**config.mk**
```make
export PLATFORM = sky130hd
export DESIGN_NAME = enemy_row_ctrl_flat
export DESIGN_NICKNAME = d
export VERILOG_FILES = /design/src/rtl/enemy_row_ctrl_if.sv /design/src/rtl/enemy_row_ctrl.sv /design/src/flat_wrapper.sv
export SDC_FILE = /design/constraint.sdc
export NUM_CORES = 1
export LEC_CHECK = 0
export CAP_MARGIN = 40
export CORE_MARGIN = 4
export CORE_UTILIZATION = 55
export DETAILED_ROUTE_END_ITERATION = 16
export PLACE_DENSITY = 0.84
export SYNTH_ARGS = -nofsm -noshare
export SYNTH_HDL_FRONTEND = slang
export SYNTH_SLANG_ARGS = --single-unit
```
**constraint.sdc**
```tcl
create_clock -name clk -period 10.2 [get_ports clk]
set_input_delay 1.02 -clock clk [delete_from_list [all_inputs] [get_ports clk]]
set_output_delay 1.02 -clock clk [all_outputs]
set_load 0.01 [all_outputs]
```
**src/rtl/enemy_row_ctrl_if.sv**
```systemverilog
// Signal bundle between the enemy row controller, the VGA counters,
// the bullet module and the pixel mux.
interface enemy_row_ctrl_if #(
    parameter int N_ENEMY = 7
);
    logic               frame_tick;
    logic               restart;
    logic [9:0]         horCnt;
    logic [9:0]         verCnt;
    logic               bullet_valid;
    logic [9:0]         bullet_x;
    logic [9:0]         bullet_y;
    logic               enable;
    logic [3:0]         enemy_idx;
    logic [N_ENEMY-1:0] alive;
    logic [9:0]         posX;
    logic [9:0]         posY;
    logic               hit_pulse;
    logic               all_dead;
    logic               reached_bottom;

    modport master (
        output frame_tick, restart, horCnt, verCnt, bullet_valid, bullet_x, bullet_y,
        input  enable, enemy_idx, alive, posX, posY, hit_pulse, all_dead, reached_bottom
    );

    modport slave (
        input  frame_tick, restart, horCnt, verCnt, bullet_valid, bullet_x, bullet_y,
        output enable, enemy_idx, alive, posX, posY, hit_pulse, all_dead, reached_bottom
    );
endinterface

```
**src/rtl/enemy_row_ctrl.sv**
```systemverilog
// Enemy row controller: formation sweep/drop motion, alive mask, bullet kills
// and a registered draw enable for the pixel under the VGA counters.
module enemy_row_ctrl #(
    parameter int N_ENEMY  = 7,
    parameter int BASE_X   = 31,
    parameter int BASE_Y   = 239,
    parameter int PITCH    = 24,
    parameter int HALF     = 8,
    parameter int STEP_X   = 2,
    parameter int STEP_Y   = 8,
    parameter int MAX_OFFX = 400,
    parameter int MAX_OFFY = 160
) (
    input  logic             clk,
    input  logic             rst,
    enemy_row_ctrl_if.slave  bus
);

    localparam logic [10:0] HALF_W     = 11'(HALF);
    localparam logic [10:0] STEP_X_W   = 11'(STEP_X);
    localparam logic [10:0] STEP_Y_W   = 11'(STEP_Y);
    localparam logic [10:0] MAX_OFFX_W = 11'(MAX_OFFX);
    localparam logic [10:0] MAX_OFFY_W = 11'(MAX_OFFY);
    localparam logic [9:0]  STEP_X_P   = 10'(STEP_X);
    localparam logic [9:0]  MAX_OFFY_P = 10'(MAX_OFFY);
    localparam logic [N_ENEMY-1:0] ALL_ALIVE = {N_ENEMY{1'b1}};
    localparam logic [N_ENEMY-1:0] NONE      = {N_ENEMY{1'b0}};
    localparam logic [N_ENEMY-1:0] ONE       = N_ENEMY'(1'b1);

    typedef enum logic [1:0] {
        MOVE_R = 2'd0,
        DROP_L = 2'd1,
        MOVE_L = 2'd2,
        DROP_R = 2'd3
    } state_t;

    state_t             state_r;
    state_t             nextState_s;
    logic [9:0]         posX_r;
    logic [9:0]         posY_r;
    logic [9:0]         nextPosX_s;
    logic [9:0]         nextPosY_s;
    logic [10:0]        dropSum_s;
    logic               setBottom_s;
    logic [N_ENEMY-1:0] alive_r;
    logic [N_ENEMY-1:0] drawMatch_s;
    logic [N_ENEMY-1:0] shotMatch_s;
    logic [N_ENEMY-1:0] shotOne_s;
    logic               drawHit_s;
    logic [3:0]         drawIdx_s;
    logic               shotHit_s;
    logic               allDead_s;
    logic               enable_r;
    logic [3:0]         enemyIdx_r;
    logic               hitPulse_r;
    logic               reachedBottom_r;

    // Lower bounds are written as coord+HALF >= centre so nothing underflows.
    function automatic logic inBox(input logic [9:0] px, input logic [9:0] py,
                                   input int idx, input logic [9:0] offX,
                                   input logic [9:0] offY);
        logic [10:0] cx;
        logic [10:0] cy;
        logic [10:0] x;
        logic [10:0] y;
        cx = 11'(BASE_X + idx * PITCH) + {1'b0, offX};
        cy = 11'(BASE_Y) + {1'b0, offY};
        x  = {1'b0, px};
        y  = {1'b0, py};
        return (x + HALF_W >= cx) && (x <= cx + HALF_W) &&
               (y + HALF_W >= cy) && (y <= cy + HALF_W);
    endfunction

    function automatic logic [3:0] lowestSet(input logic [N_ENEMY-1:0] v);
        logic [3:0] idx;
        idx = 4'd0;
        for (int i = N_ENEMY - 1; i >= 0; i--) begin
            if (v[i]) begin
                idx = 4'(i);
            end
        end
        return idx;
    endfunction

    assign allDead_s = (alive_r == NONE);

    // Per-enemy box matches for the current pixel and the bullet, old offsets.
    always_comb begin
        drawMatch_s = NONE;
        shotMatch_s = NONE;
        for (int i = 0; i < N_ENEMY; i++) begin
            drawMatch_s[i] = alive_r[i] &
                             inBox(bus.horCnt, bus.verCnt, i, posX_r, posY_r);
            shotMatch_s[i] = bus.bullet_valid & alive_r[i] &
                             inBox(bus.bullet_x, bus.bullet_y, i, posX_r, posY_r);
        end
    end

    // Lowest-index priority: isolate the least significant matching bit.
    always_comb begin
        drawHit_s = (drawMatch_s != NONE);
        drawIdx_s = lowestSet(drawMatch_s);
        shotHit_s = (shotMatch_s != NONE);
        shotOne_s = shotMatch_s & (~shotMatch_s + ONE);
    end

    // Movement next-state: one step per frame tick, frozen once the row is empty.
    always_comb begin
        nextState_s = state_r;
        nextPosX_s  = posX_r;
        nextPosY_s  = posY_r;
        setBottom_s = 1'b0;
        dropSum_s   = {1'b0, posY_r} + STEP_Y_W;
        if (bus.frame_tick && !allDead_s) begin
            case (state_r)
                MOVE_R: begin
                    if (({1'b0, posX_r} + STEP_X_W) > MAX_OFFX_W) begin
                        nextState_s = DROP_L;
                    end else begin
                        nextPosX_s = posX_r + STEP_X_P;
                    end
                end
                MOVE_L: begin
                    if (posX_r < STEP_X_P) begin
                        nextState_s = DROP_R;
                    end else begin
                        nextPosX_s = posX_r - STEP_X_P;
                    end
                end
                DROP_L, DROP_R: begin
                    if (dropSum_s >= MAX_OFFY_W) begin
                        nextPosY_s  = MAX_OFFY_P;
                        setBottom_s = 1'b1;
                    end else begin
                        nextPosY_s  = dropSum_s[9:0];
                    end
                    nextState_s = (state_r == DROP_L) ? MOVE_L : MOVE_R;
                end
                default: begin
                    nextState_s = MOVE_R;
                end
            endcase
        end else begin
            nextState_s = state_r;
        end
    end

    // Formation state register; restart returns to origin like reset.
    always_ff @(posedge clk or posedge rst) begin
        if (rst) begin
            state_r <= MOVE_R;
            posX_r  <= 10'd0;
            posY_r  <= 10'd0;
        end else if (bus.restart) begin
            state_r <= MOVE_R;
            posX_r  <= 10'd0;
            posY_r  <= 10'd0;
        end else begin
            state_r <= nextState_s;
            posX_r  <= nextPosX_s;
            posY_r  <= nextPosY_s;
        end
    end

    // Alive mask, kill pulse, bottom flag and registered draw outputs.
    always_ff @(posedge clk or posedge rst) begin
        if (rst) begin
            alive_r         <= ALL_ALIVE;
            hitPulse_r      <= 1'b0;
            reachedBottom_r <= 1'b0;
            enable_r        <= 1'b0;
            enemyIdx_r      <= 4'd0;
        end else if (bus.restart) begin
            alive_r         <= ALL_ALIVE;
            hitPulse_r      <= 1'b0;
            reachedBottom_r <= 1'b0;
            enable_r        <= 1'b0;
            enemyIdx_r      <= 4'd0;
        end else begin
            alive_r         <= alive_r & ~shotOne_s;
            hitPulse_r      <= shotHit_s;
            reachedBottom_r <= reachedBottom_r | setBottom_s;
            enable_r        <= drawHit_s;
            enemyIdx_r      <= drawIdx_s;
        end
    end

    assign bus.enable         = enable_r;
    assign bus.enemy_idx      = enemyIdx_r;
    assign bus.alive          = alive_r;
    assign bus.posX           = posX_r;
    assign bus.posY           = posY_r;
    assign bus.hit_pulse      = hitPulse_r;
    assign bus.all_dead       = allDead_s;
    assign bus.reached_bottom = reachedBottom_r;

endmodule

```
**src/flat_wrapper.sv**
```systemverilog
// flat-port wrapper written by rule: the top's interface ports become plain ports
module enemy_row_ctrl_flat 
#(
    parameter int N_ENEMY  = 7,
    parameter int BASE_X   = 31,
    parameter int BASE_Y   = 239,
    parameter int PITCH    = 24,
    parameter int HALF     = 8,
    parameter int STEP_X   = 2,
    parameter int STEP_Y   = 8,
    parameter int MAX_OFFX = 400,
    parameter int MAX_OFFY = 160
)
  (clk, rst, bus_frame_tick, bus_restart, bus_horCnt, bus_verCnt, bus_bullet_valid, bus_bullet_x, bus_bullet_y, bus_enable, bus_enemy_idx, bus_alive, bus_posX, bus_posY, bus_hit_pulse, bus_all_dead, bus_reached_bottom);
  enemy_row_ctrl_if #(.N_ENEMY(N_ENEMY)) bus_i ();
  input  logic clk;
  input  logic rst;
  input wire logic [$bits(bus_i.frame_tick)-1:0] bus_frame_tick;
  input wire logic [$bits(bus_i.restart)-1:0] bus_restart;
  input wire logic [$bits(bus_i.horCnt)-1:0] bus_horCnt;
  input wire logic [$bits(bus_i.verCnt)-1:0] bus_verCnt;
  input wire logic [$bits(bus_i.bullet_valid)-1:0] bus_bullet_valid;
  input wire logic [$bits(bus_i.bullet_x)-1:0] bus_bullet_x;
  input wire logic [$bits(bus_i.bullet_y)-1:0] bus_bullet_y;
  output wire logic [$bits(bus_i.enable)-1:0] bus_enable;
  output wire logic [$bits(bus_i.enemy_idx)-1:0] bus_enemy_idx;
  output wire logic [$bits(bus_i.alive)-1:0] bus_alive;
  output wire logic [$bits(bus_i.posX)-1:0] bus_posX;
  output wire logic [$bits(bus_i.posY)-1:0] bus_posY;
  output wire logic [$bits(bus_i.hit_pulse)-1:0] bus_hit_pulse;
  output wire logic [$bits(bus_i.all_dead)-1:0] bus_all_dead;
  output wire logic [$bits(bus_i.reached_bottom)-1:0] bus_reached_bottom;
  assign bus_i.frame_tick = bus_frame_tick;
  assign bus_i.restart = bus_restart;
  assign bus_i.horCnt = bus_horCnt;
  assign bus_i.verCnt = bus_verCnt;
  assign bus_i.bullet_valid = bus_bullet_valid;
  assign bus_i.bullet_x = bus_bullet_x;
  assign bus_i.bullet_y = bus_bullet_y;
  assign bus_enable = bus_i.enable;
  assign bus_enemy_idx = bus_i.enemy_idx;
  assign bus_alive = bus_i.alive;
  assign bus_posX = bus_i.posX;
  assign bus_posY = bus_i.posY;
  assign bus_hit_pulse = bus_i.hit_pulse;
  assign bus_all_dead = bus_i.all_dead;
  assign bus_reached_bottom = bus_i.reached_bottom;
  enemy_row_ctrl #(.N_ENEMY(N_ENEMY), .BASE_X(BASE_X), .BASE_Y(BASE_Y), .PITCH(PITCH), .HALF(HALF), .STEP_X(STEP_X), .STEP_Y(STEP_Y), .MAX_OFFX(MAX_OFFX), .MAX_OFFY(MAX_OFFY)) u_core (.clk(clk), .rst(rst), .bus(bus_i));
endmodule
```
After elaboration in Yosys (flattened, before gate mapping):

Index checks and enable logic that the tools add are counted.

* bits in registers: 36
* bits in latches: 0
* bits in writable memories: 0
* memory bits (read-only): 0
* bits of input ports: 45
* output and inout bits: 35
* word-level logic and storage cells: 186
* memories kept: 0

* add/subtract/negate cells: 25
* $mul: 0
* div/mod/pow operators: 0
* order comparisons: 35
* equality and inequality tests: 7
* shift-type cells: 0
* mux-type cells: 30
* bitwise logic cells: 26
* reduce and logical (&&, ||, !) cells: 55

Operator list (number)
* $ge A11 B11 Y1: 16
* $le A10 B11 Y1: 16
* $add A11 B4 Y11 const B: 8
* $mux W10: 8
* $add A10 B4 Y11 const B: 5
* $logic_and A1 B1 Y1: 43
* $add A7 B10 Y11 const A: 3
* $add A8 B10 Y11 const A: 3
* $and A1 B1 Y1: 21
* $mux W3: 7
* $pmux W10 S2: 1
* $and A7 B7 Y7: 2
* $not A7 Y7: 2
* $reduce_bool A7 Y1: 2
* $add A10 B2 Y11 const B: 1
* $add A5 B10 Y11 const A: 1
* $add A6 B10 Y11 const A: 1
* $ge A11 B8 Y1 const B: 1
* $gt A11 B9 Y1 const B: 1
* $add A10 B2 Y10 const B: 1
* $lt A10 B2 Y1 const B: 1
* $mux W2: 5
* $sub A10 B2 Y10 const B: 1
* $add A7 B1 Y7 const B: 1
* other kinds (18): 27

Depth between registers and ports, before layout:

* word-level depth: 15
* mapped depth: 23
* mapped depth without buffers: 19

Worst setup path before layout:

Ideal clock, no wire load.

* kind: flip-flop to flip-flop
* start point: register u_core.posX_r[1], in the netlist u_core.bus.posX[1]
* end point: register u_core.hitPulse_r, in the netlist u_core.bus.hit_pulse
* arrival: 4034 ps
* path slack: 6029 ps
* stages on the path, launching flop included: 24
* buffers on the path: 4
* clock period less this slack: 4171 ps
* cells stage by stage: dfrtp_1 -> buf_4 -> buf_2 -> inv_1 -> ha_1 -> buf_2 -> and2b_1 -> o21ai_0 -> and2_1 -> clkbuf_1 -> nor2_1 -> nand2_1 -> nor3_1 -> xor2_1 -> ha_1 -> nand2_1 -> nor2_1 -> a21oi_1 -> a22oi_1 -> a2111oi_4 -> a211o_2 -> nor3b_2 -> nor2b_4 -> a21oi_1

* word-level cells in the longest chain between the ends: 9

RTL lines
* start: declaration: line enemy_row_ctrl.sv:39 `logic [9:0] posX_r;`
* start signal: assignment: line enemy_row_ctrl.sv:160 `posX_r <= nextPosX_s;`
* $add A5 B10 Y11, or another cell as far along: line enemy_row_ctrl.sv:66 `cx = 11'(BASE_X + idx * PITCH) + {1'b0, offX};`
* $add A11 B4 Y11: line enemy_row_ctrl.sv:70 `return (x + HALF_W >= cx) && (x <= cx + HALF_W) &&`
* $le A10 B11 Y1: line enemy_row_ctrl.sv:70
* $logic_and A1 B1 Y1 (2 in series): line enemy_row_ctrl.sv:70
* $logic_and A1 B1 Y1: line enemy_row_ctrl.sv:71 `(y + HALF_W >= cy) && (y <= cy + HALF_W);`
* $and A1 B1 Y1: line enemy_row_ctrl.sv:94 `shotMatch_s[i] = bus.bullet_valid & alive_r[i] &`
* $reduce_bool A7 Y1 (*): line enemy_row_ctrl.sv:103 `shotHit_s = (shotMatch_s != NONE);`
* $mux W1 (*): line enemy_row_ctrl.sv:173 `end else if (bus.restart) begin`
* end signal: assignment: line enemy_row_ctrl.sv:181 `hitPulse_r <= shotHit_s;`
* end: declaration: line enemy_row_ctrl.sv:55 `logic hitPulse_r;`

Mark *: on every way between the ends. The rest lies on a longest branch, timed or not.
A chain may end at the register's enable or synchronous reset.

Final worst setup path:

* start point: register u_core.posX_r[2], in the netlist u_core.bus.posX[2]
* end point: register u_core.hitPulse_r, in the netlist u_core.bus.hit_pulse

Same word-level chain as after synthesis.

==> flow_summary.yaml <==
global_routing:
  overflow: 0
  grt_antenna_before_repair: 0
  grt_pass1_vias: 9506
  grt_util_all_layers_pct: 32.25
  grt_pass1_wl_um: 50780
  grt_start_max_net_pins: 34
logic_synthesis:
  mappedNetlistArea_um2: 9402
  synthCells: 1205
  yosys-mux-area-fraction_pct: 0.2129
  yosys-top-cells-area: "ha_1 (30%), dfrtp_1 (6.4%), o21ai_0 (4.7%)"
  synthFlopType: "dfrtp_1"
  synth_fa_ha_area_share_pct: 30.18
  synth_top_family_by_area: "adder cells"
  synth-seq-area-share_pct: 8.344
  synth.largest_area_cell: "ha_1"
  yosysUniqueCellTypes: 97
  synth-simple-area-share_pct: 20.07
  synth-edff-count: 0
  async_reset_ff_share_pct: 100.0
  synth_top_area_share_pct: 30.08
  synth_compound_area_share_pct: 27.75
  synth.avg_cell_area_um2: 7.802
  yosysWarnings: 0
  ys_seq_elements: 31
  yosys.area_share.xor_xnor_pct: 8.251
power:
  seq_power_share_pct: 7.0
  leakage_uw: 0.004611
  power_density_nw_per_um2: 261.1
  swShare_pct: 56.69
  combPwrFrac_pct: 86.5
  ir_worst_vdd_mv: 0.1234
  power.share.clock_pct: 6.6
  p_switching_uw: 1557
  p_int_uw: 1190
  power_uw: 2746
critical_path:
  r2r_cells: 17
  path_class: "flip-flop to flip-flop"
  worstReg2RegStart: "u_core.bus.posX[2]$_DFFE_PP0P_"
  worst-r2r-setup-slack_ns: 5.18
  crit_path_start_kind: "flip-flop"
  crit_arrival_ns: 5.19
  critPathMaxFanout: 20
  critPathRequiredTime_ns: 10.38
  cp-end-kind: "flip-flop"
  reg2reg_to: "u_core.bus.hit_pulse$_DFF_PP0_"
placement:
  place_hpwl_um: 25470
  portBuffers: 74
  routabilityCongestion: 1.033
  dpl_cell_area_um2: 10340
drt:
  routed-wl-met2_um: 14370
  wl_met3_um: 3610
  drtIter0Drc: 1240
  drc: 0
  vias: 10050
  drt_wl_total_um: 32380
  vias_per_cell: 6.757
  routed.top_layer: "met4"
  wire_per_inst_um: 21.78
  drt.antenna.violating_nets: 0
  firstDrtPassIters: 6
  wirelength_met1_um: 12580
clock_network:
  cts_root_buf: "clkbuf_16"
  ctsLongestPathBuffers: 2
  post_cts_resize_count: 0
  ctsHoldBuffers: 0
  cts_num_sinks: 31
  numCtsBuffers: 5
  postCtsSetupBuffers: 0
  insertion_delay_ns: 0.28
  htreeDepth: 2
  clk_pin_slew_worst_paths_ns: 0.06
  cts_tree: "yes"
timing:
  worstMarginPinSlew_ns: 0.9949
  fmax_mhz: 199.4
  rsz0062_at_grt: "false"
  finalSetupViolCount: 0
  setup_tns_ns: 0
  slew_headroom_pct: 33.28
  skew_ns: 0.007855
  period_needed_ns: 5.015
  finalHoldViolations: 0
  drv_slew: 0
  post-route-period-util_pct: 49.17
cells_and_area:
  diodes: 0
  synthToLayoutAreaGrowth_pct: 11.87
  post-route-cell-area_um2: 10520
  fin_util_pct: 63.20
  layout-drive-gt1-share_pct: 5.762
  final_nets: 1537
worst_hold_path:
  min_from: "u_core.bus.alive[2]$_DFF_PP1_"
  whs_path_depth: 2
  hold_end: "u_core.bus.alive[2]$_DFF_PP1_"
  hp-class: "flip-flop to flip-flop"
floorplan:
  core_area_um2: 16640
  fp.dieH_um: 138.7
  io_pins: 80
  placementRows: 47
  dieWidth_um: 138.7
  die_area_um2: 19250
  start_util_pct: 56.49
flow_run:
  maxCapViolCount: 0
run_status:
  status: "finished clean"
through the flow:
stage	std cells	hold WS (ns)	worst slack, ns
final	1487	0.4873	5.185
after global routing	1487	0.5133	4.889
after CTS	1487	0.4869	5.339
after detailed placement	1479	0.4804	5.031
after global placement	1476	0.4852	5.246
after floorplan	1209	0.4786	6.029
synth_stat cells, types with 16 or more instances:
cell / count
a211oi_1: 17
o21a_1: 26
ha_1: 226
nand3_1: 47
a21o_1: 36
xnor2_1: 50
o21ai_0: 88
and3_1: 21
inv_1: 58
o211ai_1: 16
nor2_1: 81
nand2_1: 100
a21oi_1: 73
nand4_1: 19
dfrtp_1: 24
xor2_1: 33
nor3_1: 28
flip-flops by register name (all words and copies together), names as in the netlist:
name,flops
u_core.bus.posY,7
u_core.state_r,2
u_core.bus.alive,7
u_core.bus.enable,1
u_core.bus.reached_bottom,1
u_core.bus.posX,9
u_core.bus.enemy_idx,3
u_core.bus.hit_pulse,1
logic make-up after synthesis:
| family | Yosys count |
|---|---|
| flip-flops | 31 |
| multiplexers | 2 |
| buffers and inverters | 103 |
| AND/OR/NAND/NOR | 376 |
| other | 1 |
| AO/OA/AOI/OAI | 379 |
| adder cells (fa/ha/maj) | 227 |
| XOR/XNOR | 86 |
worst max-delay path: stages (launching register included):
cell,delay (ns)
dfrtp_1,0.77
inv_1,0.10
ha_1,0.35
nor2b_1,0.31
o21ai_1,0.12
xnor2_1,0.57
nand2b_1,0.23
xnor2_1,0.18
ha_1,0.30
a21o_1,0.18
a21oi_1,0.18
o211ai_1,0.12
o2111a_1,0.18
a211oi_1,0.66
a211o_2,0.24
nor3b_2,0.06
nor2b_4,0.17
a21oi_1,0.16
routing by layer:
| metal | vias up | track usage (%) |
|---|---|---|
| li1 | 4646 | - |
| met1 | 4676 | 42.91 |
| met2 | 574 | 51.16 |
| met3 | 151 | 5.241 |
| met4 | 0 | 15.19 |
| met5 | - | 0 |
layout make-up:
| type | count | area [um^2] |
|---|---|---|
| Inverter | 58 | 217.7 |
| Multi-Input combinational cell | 1075 | 8148 |
| Clock inverter | 2 | 35.03 |
| Timing Repair Buffer | 95 | 918.4 |
| Tap cell | 220 | 275.3 |
| Sequential cell | 31 | 784.5 |
| Fill cell | 1458 | 6125 |
| Clock buffer | 6 | 138.9 |
cells in the final DEF (no fill, tap or decap), types with 26 or more instances in the layout:
cell type        instances
xnor2_1                 50
nor2_1                  81
o21ai_0                 88
o21a_1                  26
ha_1                   226
clkdlybuf4s50_1         74
inv_1                   58
nand2_1                100
a21oi_1                 73
a21o_1                  36
xor2_1                  33
nand3_1                 47
nor3_1                  28
how the worst max path moves through the flow:
| stage | start | endpoint | slack (ns) | depth (start not counted) |
|---|---|---|---|---|
| 2_1_floorplan | u_core.bus.posX[1]$_DFFE_PP0P_ | u_core.bus.hit_pulse$_DFF_PP0_ | 6.03 | 23 |
| 3_3_place_gp | bus_bullet_x[6] | u_core.bus.hit_pulse$_DFF_PP0_ | 5.25 | 14 |
| 3_5_place_dp | bus_bullet_x[5] | u_core.bus.hit_pulse$_DFF_PP0_ | 5.03 | 14 |
| 4_1_cts | bus_bullet_x[5] | u_core.bus.hit_pulse$_DFF_PP0_ | 5.34 | 14 |
| 5_1_grt | u_core.bus.posX[2]$_DFFE_PP0P_ | u_core.bus.hit_pulse$_DFF_PP0_ | 4.89 | 17 |
| 6_report | u_core.bus.posX[2]$_DFFE_PP0P_ | u_core.bus.hit_pulse$_DFF_PP0_ | 5.18 | 17 |
power groups by stage:
stage	logic (uW)	registers, uW	clock network [uW]
after global placement	2220	195	0
after CTS	2300	190	182
after floorplan	1670	176	0
after detailed placement	2280	192	0
final	2370	192	180
after global routing	2610	195	188
(Power assumes the default switching activity.)
